$ cat config.mk
export PLATFORM = sky130hd
export DESIGN_NAME = pipe_hazard_ctrl
export DESIGN_NICKNAME = d
export VERILOG_FILES = /design/src/rtl/pipe_hazard_ctrl_pkg.sv /design/src/rtl/pipe_hazard_ctrl_fill_arbiter.sv /design/src/rtl/pipe_hazard_ctrl.sv
export SDC_FILE = /design/constraint.sdc
export NUM_CORES = 1
export LEC_CHECK = 0
export CAP_MARGIN = 20
export CORE_ASPECT_RATIO = 0.8
export CORE_MARGIN = 4
export CORE_UTILIZATION = 40
export CTS_CLUSTER_DIAMETER = 60
export CTS_CLUSTER_SIZE = 12
export DETAILED_ROUTE_END_ITERATION = 8
export GPL_ROUTABILITY_DRIVEN = 0
export PLACE_DENSITY = 0.71
export SETUP_SLACK_MARGIN = 0.02
export SYNTH_ARGS = -nofsm -noshare
export SYNTH_HDL_FRONTEND = slang
export SYNTH_HIERARCHICAL = 1
export SYNTH_SLANG_ARGS = --single-unit
$ cat constraint.sdc
create_clock -name i_clk -period 4.6 [get_ports i_clk]
set_clock_uncertainty 0.05 [all_clocks]
set_input_delay 0.92 -clock i_clk [delete_from_list [all_inputs] [get_ports i_clk]]
set_output_delay 0.92 -clock i_clk [all_outputs]
set_load 0.05 [all_outputs]
$ cat src/rtl/pipe_hazard_ctrl_pkg.sv
// rtl/pipe_hazard_ctrl_pkg.sv - opcodes, sequencer states and operand-use helpers
package pipe_hazard_ctrl_pkg;

    localparam logic [3:0] OP_ADD    = 4'h0;
    localparam logic [3:0] OP_SUB    = 4'h1;
    localparam logic [3:0] OP_XOR    = 4'h2;
    localparam logic [3:0] OP_RED    = 4'h3;
    localparam logic [3:0] OP_SLL    = 4'h4;
    localparam logic [3:0] OP_SRA    = 4'h5;
    localparam logic [3:0] OP_ROR    = 4'h6;
    localparam logic [3:0] OP_PADDSB = 4'h7;
    localparam logic [3:0] OP_LW     = 4'h8;
    localparam logic [3:0] OP_SW     = 4'h9;
    localparam logic [3:0] OP_LLB    = 4'hA;
    localparam logic [3:0] OP_LHB    = 4'hB;
    localparam logic [3:0] OP_B      = 4'hC;
    localparam logic [3:0] OP_BR     = 4'hD;
    localparam logic [3:0] OP_PCS    = 4'hE;
    localparam logic [3:0] OP_HLT    = 4'hF;

    typedef enum logic [2:0] {
        ST_RUN    = 3'd0,
        ST_DFILL  = 3'd1,
        ST_IFILL  = 3'd2,
        ST_RESUME = 3'd3,
        ST_HALT   = 3'd4
    } state_t;

    // True when the opcode consumes the rs field
    function automatic logic reads_rs(input logic [3:0] op);
        return (op <= OP_LW) || (op == OP_SW) || (op == OP_BR);
    endfunction

    // True when the opcode consumes the rt field (R-type ALU only)
    function automatic logic reads_rt(input logic [3:0] op);
        return (op <= OP_RED) || (op == OP_PADDSB);
    endfunction

    // True when the opcode consumes the rd field (SW data, LLB/LHB merge)
    function automatic logic reads_rd(input logic [3:0] op);
        return (op == OP_SW) || (op == OP_LLB) || (op == OP_LHB);
    endfunction

endpackage

$ cat src/rtl/pipe_hazard_ctrl_fill_arbiter.sv
// rtl/pipe_hazard_ctrl_fill_arbiter.sv - fill port arbitration FSM with timeout watchdog
module pipe_hazard_ctrl_fill_arbiter
    import pipe_hazard_ctrl_pkg::*;
#(
    parameter int FILL_TIMEOUT = 64
) (
    input  logic   i_clk,
    input  logic   i_rst,
    input  logic   i_imiss,
    input  logic   i_dmiss,
    input  logic   i_fill_done,
    input  logic   i_halt_go,
    output state_t o_state,
    output logic   o_err_timeout
);

    localparam int TW = $clog2(FILL_TIMEOUT + 1);
    localparam logic [TW-1:0] TO_MAX  = TW'(FILL_TIMEOUT);
    localparam logic [TW-1:0] TO_LAST = TW'(FILL_TIMEOUT - 1);

    state_t        r_state;
    state_t        w_next;
    logic [TW-1:0] r_tcnt;
    logic          r_err;
    // Remembers which side the last fill served so RESUME does not re-fill it
    logic          r_last_d;
    logic          w_in_fill;

    assign w_in_fill     = (r_state == ST_DFILL) || (r_state == ST_IFILL);
    assign o_state       = r_state;
    assign o_err_timeout = r_err;

    // State register, fill watchdog and sticky timeout flag
    always_ff @(posedge i_clk) begin
        if (i_rst) begin
            r_state  <= ST_RUN;
            r_tcnt   <= '0;
            r_err    <= 1'b0;
            r_last_d <= 1'b0;
        end else begin
            r_state <= w_next;
            if (w_in_fill) begin
                r_last_d <= (r_state == ST_DFILL);
                if (i_fill_done) begin
                    r_tcnt <= '0;
                end else if (r_tcnt != TO_MAX) begin
                    r_tcnt <= r_tcnt + 1'b1;
                    if (r_tcnt == TO_LAST) begin
                        r_err <= 1'b1;
                    end
                end
            end else begin
                r_tcnt <= '0;
            end
        end
    end

    // Next state: D-miss wins in RUN, fills never preempt, RESUME chains the other side
    always_comb begin
        w_next = r_state;
        case (r_state)
            ST_RUN: begin
                if (i_dmiss)        w_next = ST_DFILL;
                else if (i_imiss)   w_next = ST_IFILL;
                else if (i_halt_go) w_next = ST_HALT;
            end
            ST_DFILL, ST_IFILL: begin
                if (i_fill_done) w_next = ST_RESUME;
            end
            ST_RESUME: begin
                if (i_dmiss && !r_last_d)     w_next = ST_DFILL;
                else if (i_imiss && r_last_d) w_next = ST_IFILL;
                else                          w_next = ST_RUN;
            end
            ST_HALT: w_next = ST_HALT;
            default: w_next = ST_RUN;
        endcase
    end

endmodule

$ cat src/rtl/pipe_hazard_ctrl.sv
// rtl/pipe_hazard_ctrl.sv - pipeline stall/flush/freeze sequencer top
module pipe_hazard_ctrl
    import pipe_hazard_ctrl_pkg::*;
#(
    parameter int FILL_TIMEOUT = 64,
    parameter int CNT_W        = 16
) (
    input  logic             i_clk,
    input  logic             i_rst,
    input  logic [15:0]      i_id_instr,
    input  logic             i_id_valid,
    input  logic             i_id_br_taken,
    input  logic             i_ex_regwrite,
    input  logic             i_ex_memtoreg,
    input  logic [3:0]       i_ex_dst,
    input  logic             i_ex_setflags,
    input  logic             i_mem_regwrite,
    input  logic [3:0]       i_mem_dst,
    input  logic             i_imiss,
    input  logic             i_dmiss,
    input  logic             i_fill_done,
    output logic             o_fill_req,
    output logic             o_fill_sel,
    output logic             o_pc_write,
    output logic             o_ifid_write,
    output logic             o_ifid_flush,
    output logic             o_idex_bubble,
    output logic             o_pipe_freeze,
    output logic             o_halted,
    output logic [CNT_W-1:0] o_stall_cnt,
    output logic             o_err_timeout
);

    state_t           w_state;
    logic [3:0]       w_op;
    logic [3:0]       w_rd;
    logic [3:0]       w_rs;
    logic [3:0]       w_rt;
    logic             w_rs_ex;
    logic             w_rt_ex;
    logic             w_rd_ex;
    logic             w_load_use;
    logic             w_flag_wait;
    logic             w_br_wait;
    logic             w_hazard;
    logic             w_halt_go;
    logic [CNT_W-1:0] r_stall_cnt;

    assign w_op = i_id_instr[15:12];
    assign w_rd = i_id_instr[11:8];
    assign w_rs = i_id_instr[7:4];
    assign w_rt = i_id_instr[3:0];

    // Register 0 is hardwired, so a zero destination never matches
    assign w_rs_ex = reads_rs(w_op) && (w_rs != 4'd0) && (w_rs == i_ex_dst);
    assign w_rt_ex = reads_rt(w_op) && (w_rt != 4'd0) && (w_rt == i_ex_dst);
    assign w_rd_ex = reads_rd(w_op) && (w_op != OP_SW) && (w_rd != 4'd0) && (w_rd == i_ex_dst);

    // SW store data is forwarded MEM-to-MEM, so only address/ALU operands wait on a load
    assign w_load_use  = i_ex_memtoreg && i_ex_regwrite && (w_rs_ex || w_rt_ex || w_rd_ex);
    assign w_flag_wait = ((w_op == OP_B) || (w_op == OP_BR)) && i_ex_setflags;
    // BR reads its target in ID where nothing is forwarded
    assign w_br_wait   = (w_op == OP_BR) && (w_rs != 4'd0) &&
                         ((i_ex_regwrite && (i_ex_dst == w_rs)) ||
                          (i_mem_regwrite && (i_mem_dst == w_rs)));

    assign w_hazard  = (w_state == ST_RUN) && i_id_valid && (w_load_use || w_flag_wait || w_br_wait);
    assign w_halt_go = (w_state == ST_RUN) && i_id_valid && (w_op == OP_HLT) && !w_hazard;

    pipe_hazard_ctrl_fill_arbiter #(
        .FILL_TIMEOUT(FILL_TIMEOUT)
    ) u_fill_arbiter (
        .i_clk        (i_clk),
        .i_rst        (i_rst),
        .i_imiss      (i_imiss),
        .i_dmiss      (i_dmiss),
        .i_fill_done  (i_fill_done),
        .i_halt_go    (w_halt_go),
        .o_state      (w_state),
        .o_err_timeout(o_err_timeout)
    );

    // Control decode: freeze > I-fill > hazard stall > branch flush; freeze also holds ID/EX
    always_comb begin
        o_fill_req    = 1'b0;
        o_fill_sel    = 1'b0;
        o_pc_write    = 1'b1;
        o_ifid_write  = 1'b1;
        o_ifid_flush  = 1'b0;
        o_idex_bubble = 1'b0;
        o_pipe_freeze = 1'b0;
        o_halted      = 1'b0;
        case (w_state)
            ST_DFILL: begin
                o_fill_req    = 1'b1;
                o_fill_sel    = 1'b1;
                o_pc_write    = 1'b0;
                o_ifid_write  = 1'b0;
                o_pipe_freeze = 1'b1;
            end
            ST_RESUME: begin
                o_pc_write    = 1'b0;
                o_ifid_write  = 1'b0;
                o_pipe_freeze = 1'b1;
            end
            ST_IFILL: begin
                o_fill_req    = 1'b1;
                o_pc_write    = 1'b0;
                o_ifid_write  = 1'b0;
                o_idex_bubble = 1'b1;
            end
            ST_HALT: begin
                o_halted      = 1'b1;
                o_pc_write    = 1'b0;
                o_ifid_write  = 1'b0;
                o_idex_bubble = 1'b1;
            end
            default: begin
                if (w_hazard) begin
                    o_pc_write    = 1'b0;
                    o_ifid_write  = 1'b0;
                    o_idex_bubble = 1'b1;
                end else if (i_id_br_taken) begin
                    o_ifid_flush  = 1'b1;
                end
            end
        endcase
    end

    // Saturating count of PC-hold cycles, excluding the terminal HALT state
    always_ff @(posedge i_clk) begin
        if (i_rst) begin
            r_stall_cnt <= '0;
        end else if (!o_pc_write && (w_state != ST_HALT) && (r_stall_cnt != '1)) begin
            r_stall_cnt <= r_stall_cnt + CNT_W'(1);
        end
    end

    assign o_stall_cnt = r_stall_cnt;

endmodule

==> results of run 1 <==
kinds of logic after synthesis:
kind of cell               share of synthesized area, %
DFF                                                29.8
buffers and inverters                              3.85
xor gates and xnor gates                           10.7
AOI/OAI and AO/OA                                  16.9
adders and majority gates                          1.99
and+or+nand+nor                                    34.0
muxes                                              2.86
power groups by stage:
stage	registers (mW)	logic [mW]	clock network, mW
global route	0.312	0.556	0.149
floorplan	0.329	0.369	0
global placement	0.312	0.512	0
finish	0.306	0.516	0.132
detailed placement	0.312	0.517	0
CTS	0.306	0.517	0.138
stage by stage:
stage / area [um^2] / hold WS, ns / std cells
5_1_grt: 2530 / 0.465 / 348
3_3_place_gp: 2490 / 0.396 / 345
2_1_floorplan: 1880 / 0.414 / 234
6_report: 2530 / 0.429 / 348
4_1_cts: 2530 / 0.436 / 348
3_5_place_dp: 2490 / 0.408 / 345
flip-flops by register name (all words and copies together) (netlist names):
signal	flops
o_stall_cnt	16
u_fill_arbiter/o_err_timeout	1
u_fill_arbiter/o_state	3
u_fill_arbiter/r_last_d	1
u_fill_arbiter/r_tcnt	7
cell type report:
| class | instances | area, um^2 |
|---|---|---|
| fill | 456 | 2040 |
| clock buffer | 3 | 41.3 |
| inverter | 6 | 22.5 |
| timing repair buffer | 59 | 581 |
| sequential | 28 | 561 |
| tap | 60 | 75.1 |
| multi-input combinational | 192 | 1250 |
layer usage:
| metal | vias up | global-route usage [%] | part of all wire, % |
|---|---|---|---|
| met5 | - | 0 | 0 |
| met3 | 2 | 4.16 | 5.0 |
| met4 | 0 | 2.99 | 0.40 |
| met1 | 864 | 23.6 | 51 |
| met2 | 40 | 23.4 | 44 |
| li1 | 962 | - | - |
worst max-delay path, stage by stage:
cell	delay, ns
clkdlybuf4s50_1	0.48
xor2_1	0.19
a2111oi_0	0.53
nand4_1	0.19
a31oi_2	0.26
nor2_1	0.11
and3_1	0.18
buf_4	0.18
cell usage in the layout (no fill, tap or decap), types with 3 or more instances in the layout:
cell / count
xnor2_1: 14
inv_1: 6
and2_1: 11
nor2b_1: 9
nand4_1: 7
dfxtp_1: 28
mux2_2: 3
and3_1: 7
xor2_1: 9
clkbuf_8: 3
nand4b_1: 4
or4_1: 4
nor3_1: 9
clkdlybuf4s50_1: 55
o21ai_0: 11
buf_4: 4
nand3b_1: 3
nand3_1: 10
ha_1: 3
nand2b_1: 6
nand2_1: 14
a21oi_1: 13
nor2_1: 21
worst max path at each step:
stage	start	to	slack, ns	cells after the start
6_report	i_ex_dst[2]	o_ifid_flush	0.58	8
5_1_grt	i_ex_dst[2]	o_ifid_flush	0.48	8
4_1_cts	i_ex_dst[2]	o_ifid_flush	0.61	8
3_5_place_dp	i_ex_dst[2]	o_ifid_flush	0.63	8
3_3_place_gp	i_id_instr[4]	o_ifid_flush	0.77	8
2_1_floorplan	i_id_instr[4]	o_pc_write	0.93	7
==> results.cfg, run 1 <==
[outcome]
status = finished, final reports clean

[die]
ios = 60
start_util_pct = 41.2
die_y_um = 69.4
die_x_um = 84.7
die_area_um2 = 5880
core_area_um2 = 4570
rows = 22

[clock_network]
clkTransAtPathRegs_ns = 0.09
tritoncts = built
cts-hold-fix-buffers = 0
cts.repair.resized = 0
cts_buffers = 3
cts_root_buf = clkbuf_8
cts_max_level = 1
cts_max_path_buffers = 2
clkLatencyLatePin_ns = 0.27
cts_setup_buffers = 0
clock_sinks = 28

[sta]
fmax_mhz = 249
rsz0062_at_grt = false
fin_crit_sh_pct = 87.4
setup_tns_ns = 0
finalSetupViolations = 0
finalWorstSetupSlack_ns = 0.580
final_max_slew_viol_count = 0
final_hold_viol_count = 0
tightest_slew_ns = 1.03
finalCriticalPeriod_ns = 4.02
slew_headroom_pct = 31.0

[place]
dpl.hpwl_um = 3640
io_buffers = 59
place_worst_setup_slack_ns = 0.627

[synthesis]
async_flop_share_pct = 0
synth_nets = 272
ys_seq_area_share_pct = 29.8
syn_area_per_cell_um2 = 8.05
ys_types = 49
synth.most_common_cell = dfxtp_1
synth_area_leaders = dfxtp_1 30%, xnor2_1 6.5%, nor2_1 4.2%, xor2_1 4.2%, and2_1 3.7%
yosysTopAreaCell = dfxtp_1
synth_edf_count = 0
synth_top_area_share_pct = 29.8
synth_top_flop_cell = dfxtp_1
netlist_area_um2 = 1880
syn_inst = 234
yosysWarningCount = 6
ys_seq_elements = 28
synth_commonest_cells = 28 x dfxtp_1, 21 x nor2_1, 14 x nand2_1, 14 x xnor2_1, 13 x a21oi_1

[drt]
vias = 1868
first_pass_iters = 4
routed_wl_um = 4720
drc = 0
dr.first_iter.drc_count = 64
routedWlPerCell_um = 13.6
ant_nets = 0
via_per_inst = 5.37

[critical_path]
critical_path_arrival_ns = 3.05
critPathKind = in2out
reg2reg_depth = 7
cp.required_ns = 3.63
timing.rr.start = u_fill_arbiter/o_state[1]
reg2reg_to = o_stall_cnt[15]
r2r_slack_ns = 1.91
startpoint_type = input pin
endpoint_kind = output port
crit_fanout = 4

[flow_run]
max_cap_viol_count = 0

[global_routing]
grt_usage_pct = 16.0
grt_max_degree = 33
grt_pass1_wl_um = 7940
grt.overflow.total = 0
antenna_found_initial = 0
grt_pass1_vias = 1696

[pwr]
power_frac_clock_pct = 13.9
combPwrFrac_pct = 54.0
power_density_nw_per_um2 = 377
power_uw = 955
p_leak_nw = 0.893
intPower_uw = 513
power_frac_seq_pct = 32.1
irDropWorstVdd_mv = 0.395
power.switching_uw = 442
switching_share_pct = 46.3

[min_path]
hold-path-cell-count = 2
hold_path_class = reg2reg
min_to = u_fill_arbiter/o_err_timeout
min_from = u_fill_arbiter/o_err_timeout

[cells_and_area]
utilization_pct = 55.4
diodes = 0
syn2layout_area_growth_pct = 34.4
layout.nets = 328
drive_gt1_share_pct = 5.90
Note: power is estimated with default switching activity, not from simulation.
==> inputs of run 2 (changes only) <==
Settings changed: CORE_UTILIZATION 40 to 50, PLACE_DENSITY 0.71 to 0.85.
==> run 2 against run 1 <==
Largest cell class unchanged; power rose by 1.9%; setup slack improved by 0.13 ns; maximum frequency rose by 3.4%; combinational power barely moved; core utilization rose by 17 points; global-route usage rose by 3.0 points; die area fell by 18%.
==> results.cfg, run 2 (same netlist as run 1, synthesis figures left out) <==
[clock_network]
cts_setup_buffers = 0
cts_buffers = 3
cts.repair.resized = 0
clock_sinks = 28
cts_max_level = 1
cts_max_path_buffers = 2
cts-hold-fix-buffers = 0
clkTransAtPathRegs_ns = 0.09
cts_root_buf = clkbuf_8
clkLatencyLatePin_ns = 0.27
tritoncts = built

[pwr]
irDropWorstVdd_mv = 0.456
power_density_nw_per_um2 = 385
p_leak_nw = 0.905
power_uw = 972

[min_path]
hold_path_class = reg2reg

[global_routing]
grt_pass1_vias = 1668
grt.overflow.total = 0
grt_max_degree = 20
antenna_found_initial = 0
grt_pass1_wl_um = 7760
grt_usage_pct = 18.9

[cells_and_area]
final_area_um2 = 2530
utilization_pct = 71.9
diodes = 0
drive_gt1_share_pct = 6.55
final_common_cell = clkdlybuf4s50_1
mostFrequentLayoutCells = 55 x clkdlybuf4s50_1, 28 x dfxtp_1, 21 x nor2_1, 14 x xnor2_1, 14 x nand2_1
largest_register_ffs = 16
layout.nets = 329
syn2layout_area_growth_pct = 34.3

[critical_path]
critPathKind = in2out
endpoint_kind = output port
cp_cell_sequence = clkdlybuf4s50_1, nand2_1, a2111oi_0, nand4_1, a31oi_2, nor2_1, and3_1, buf_4
critical_path_arrival_ns = 2.92
crit_slowest_cell = clkdlybuf4s50_1
cp.required_ns = 3.63
slowest_delay_ns = 0.55
startpoint_type = input pin
crit_fanout = 4

[die]
ios = 60
die_x_um = 76.6
die_area_um2 = 4820
start_util_pct = 53.5
rows = 19
core_area_um2 = 3520
die_y_um = 62.9

[flow_run]
max_cap_viol_count = 0

[place]
dpl.hpwl_um = 3550
placed_area_um2 = 2470
io_buffers = 59

[sta]
finalSetupViolations = 0
fin_crit_sh_pct = 84.6
tightest_slew_ns = 0.643
fmax_mhz = 257
finalCriticalPeriod_ns = 3.89
slew_headroom_pct = 57.1
final_hold_viol_count = 0
hold_ws_ns = 0.417
final_max_slew_viol_count = 0
rsz0062_at_grt = false
setup_tns_ns = 0

[drt]
vias = 1854
ant_nets = 0
dr.first_iter.drc_count = 84
routedWlPerCell_um = 13.8
first_pass_iters = 4
drc = 0
routed_wl_um = 4570
via_per_inst = 5.58

[outcome]
status = finished, final reports clean
## run 2: cell count changes in the layout (fill, tap and decap cells not counted), sizes merged
cell,before,now
clkbuf,3,4
buf,4,5
## run 2: worst max-delay path: cells and delay by family
| kind | cells | cell delay (ns) |
|---|---|---|
| buf+inv | 2 | 0.73 |
| compound gates | 2 | 0.69 |
| simple gates | 4 | 0.57 |
## run 2: path summary, 6_finish.rpt
check	from	endpoint	slack, ns	cells after the start
worst min-delay path	u_fill_arbiter/o_err_timeout	u_fill_arbiter/o_err_timeout	0.42	2
worst max-delay path	i_id_instr[12]	o_ifid_flush	0.71	8
worst min register to register	u_fill_arbiter/o_err_timeout	u_fill_arbiter/o_err_timeout	0.42	2
worst max register to register	u_fill_arbiter/o_state[1]	o_stall_cnt[9]	1.90	7
## run 2: layout make-up
class	count	area, um^2
fill	304	990
clock buffer	4	55.1
sequential	28	561
multi-input combinational	192	1250
inverter	6	22.5
timing repair buffer	60	588
tap	42	52.6
## run 2: layer usage
metal	vias to the layer above	GRT usage, %	wire length, um
li1	971	-	-
met1	848	26.9	2270
met2	33	30.4	2150
met3	2	4.47	140
met4	0	1.36	13
met5	-	0	0
## run 2: power breakdown
group	leakage (nW)	switching (mW)	internal, mW	total [mW]
sequential	0.227	0.0412	0.265	0.307
clock	0.0288	0.0730	0.0766	0.150
combinational	0.650	0.327	0.189	0.516
## run 2: per-stage QoR
stage / cells / setup WS, ns
after global routing: 332 / 0.553
after global placement: 328 / 0.774
after floorplan: 234 / 0.930
after CTS: 332 / 0.699
after detailed placement: 328 / 0.714
final: 332 / 0.711
==> inputs of run 3 (changes only) <==
Settings changed: CORE_UTILIZATION 50 to 46, PLACE_DENSITY 0.85 to 0.8.
Clock period 4.6 ns to 3.7 ns, I/O delays scaled along.
==> run 3 against run 2 <==
Register-to-register slack got worse by 0.83 ns; routed wire length down 0.79%; highest routed layer unchanged; cell area grew 3.6%; sequential share of layout area shrank 0.76 points; critical path type unchanged; power is 38% higher; first-iteration DRC count rose by 35%; die area grew 7.7%; cell count grew 4.2%; non-clock buffer count grew 1; largest power group unchanged; clock power increased by 57%.
==> results.cfg, run 3 (same netlist as run 1, synthesis figures left out) <==
[min_path]
min_from = u_fill_arbiter/o_err_timeout
hold-path-cell-count = 2
hold_path_class = reg2reg

[place]
dpl.hpwl_um = 3590
io_buffers = 59
place_worst_setup_slack_ns = 0.141

[critical_path]
reg2reg_to = o_stall_cnt[15]
crit_slowest_cell = or4_4
critPathCapture = o_pc_write
r2r_slack_ns = 1.07
critical_path_arrival_ns = 2.76
cp.depth = 8
crit_start = i_id_instr[4]
reg2reg_depth = 7
crit_fanout = 3
endpoint_kind = output port
crit_family = simple AND/OR/NAND/NOR gates
cp.required_ns = 2.91
timing.critical_path.buf_inv = 2
timing.rr.start = u_fill_arbiter/o_state[1]
cp_cell_sequence = clkdlybuf4s50_1, or4_4, nand4_1, nor4_1, o31a_1, nor2_1, and2_1, buf_12
critPathKind = in2out
startpoint_type = input pin
slowest_delay_ns = 0.58

[drt]
ant_nets = 0
via_per_inst = 5.38
first_pass_iters = 4
dr.first_iter.drc_count = 113
routedWlPerCell_um = 13.1
routed_wl_um = 4540
vias = 1863
drc = 0

[clock_network]
tritoncts = built
cts_setup_buffers = 0
cts_max_path_buffers = 2
clkLatencyLatePin_ns = 0.27
cts_root_buf = clkbuf_8
cts_max_level = 1
clkTransAtPathRegs_ns = 0.09
clock_sinks = 28
cts-hold-fix-buffers = 0
cts.repair.resized = 0
cts_buffers = 3

[cells_and_area]
diodes = 0
mostFrequentLayoutCells = 55 x clkdlybuf4s50_1, 28 x dfxtp_1, 21 x nor2_1, 14 x xnor2_1, 14 x nand2_1
drive_gt1_share_pct = 6.87
largest_register_ffs = 16
final_common_cell = clkdlybuf4s50_1
layout.nets = 330
syn2layout_area_growth_pct = 39.1

[global_routing]
grt_usage_pct = 17.9
antenna_found_initial = 0
grt_pass1_wl_um = 7740
grt_max_degree = 22
grt_pass1_vias = 1698
grt.overflow.total = 0

[sta]
final_max_slew_viol_count = 0
finalSetupViolations = 0
finalWorstSetupSlack_ns = 0.147
tightest_slew_ns = 0.661
setup_tns_ns = 0
finalCriticalPeriod_ns = 3.55
slew_headroom_pct = 55.8
rsz0062_at_grt = false
final_hold_viol_count = 0
fin_crit_sh_pct = 96.0
fmax_mhz = 281

[die]
ios = 60
die_y_um = 65.2
start_util_pct = 48.5
core_area_um2 = 3880
rows = 20
die_x_um = 79.5
die_area_um2 = 5190

[pwr]
p_leak_nw = 0.934
power_density_nw_per_um2 = 512
irDropWorstVdd_mv = 0.449

[flow_run]
max_cap_viol_count = 0

[outcome]
status = finished, final reports clean
[run 3: changes by cell type in the layout (fill, tap and decap cells not counted)]
| cell | previous run | this run |
|---|---|---|
| bufinv_16 | 0 | 1 |
| clkbuf_8 | 4 | 3 |
| buf_12 | 0 | 4 |
| buf_4 | 5 | 2 |
[run 3: power by group]
part	switching, mW	total (mW)	internal (mW)
clock network	0.0910	0.236	0.145
registers	0.0500	0.380	0.330
logic	0.420	0.725	0.305
total	0.561	1.34	0.779
[run 3: how the worst min path moves through the flow]
stage / to / slack [ns]
finish: u_fill_arbiter/o_err_timeout / 0.42
global route: u_fill_arbiter/o_err_timeout / 0.47
CTS: u_fill_arbiter/o_err_timeout / 0.42
detailed placement: u_fill_arbiter/o_err_timeout / 0.39
global placement: u_fill_arbiter/o_err_timeout / 0.40
floorplan: u_fill_arbiter/o_err_timeout / 0.41
[run 3: area by class of cell]
cell class	count	area, um^2
multi-input combinational	192	1250
timing repair buffer	61	646
sequential	28	561
inverter	6	22.5
fill	336	1260
tap	55	68.8
clock buffer	3	41.3
clock inverter	1	30.0
[run 3: worst reg2reg max path: stages (launching register included)]
cell,delay (ns)
dfxtp_1,0.44
nor4b_2,0.55
nand3_1,0.13
o31ai_1,0.21
a211o_1,0.19
o21a_1,0.47
nand4_1,0.19
mux2_2,0.30
[run 3: stage by stage]
step | total power, mW | area, um^2 | util [%] | hold slack [ns] | std cells
floorplan | 0.868 | 1880 | - | 0.414 | 234
global placement | 1.10 | 2550 | 65.7 | 0.398 | 342
detailed placement | 1.11 | 2550 | 65.7 | 0.394 | 342
CTS | 1.35 | 2620 | 67.5 | 0.424 | 346
global route | 1.42 | 2620 | 67.5 | 0.469 | 346
finish | 1.34 | 2620 | 67.5 | 0.423 | 346
[run 3: layer usage]
metal / global-route usage, % / routed length, um / vias up
li1: - / - / 968
met1: 26.7 / 2340 / 849
met2: 26.8 / 1930 / 44
met3: 3.70 / 243 / 2
met4: 3.00 / 18 / 0
met5: 0 / 0 / -
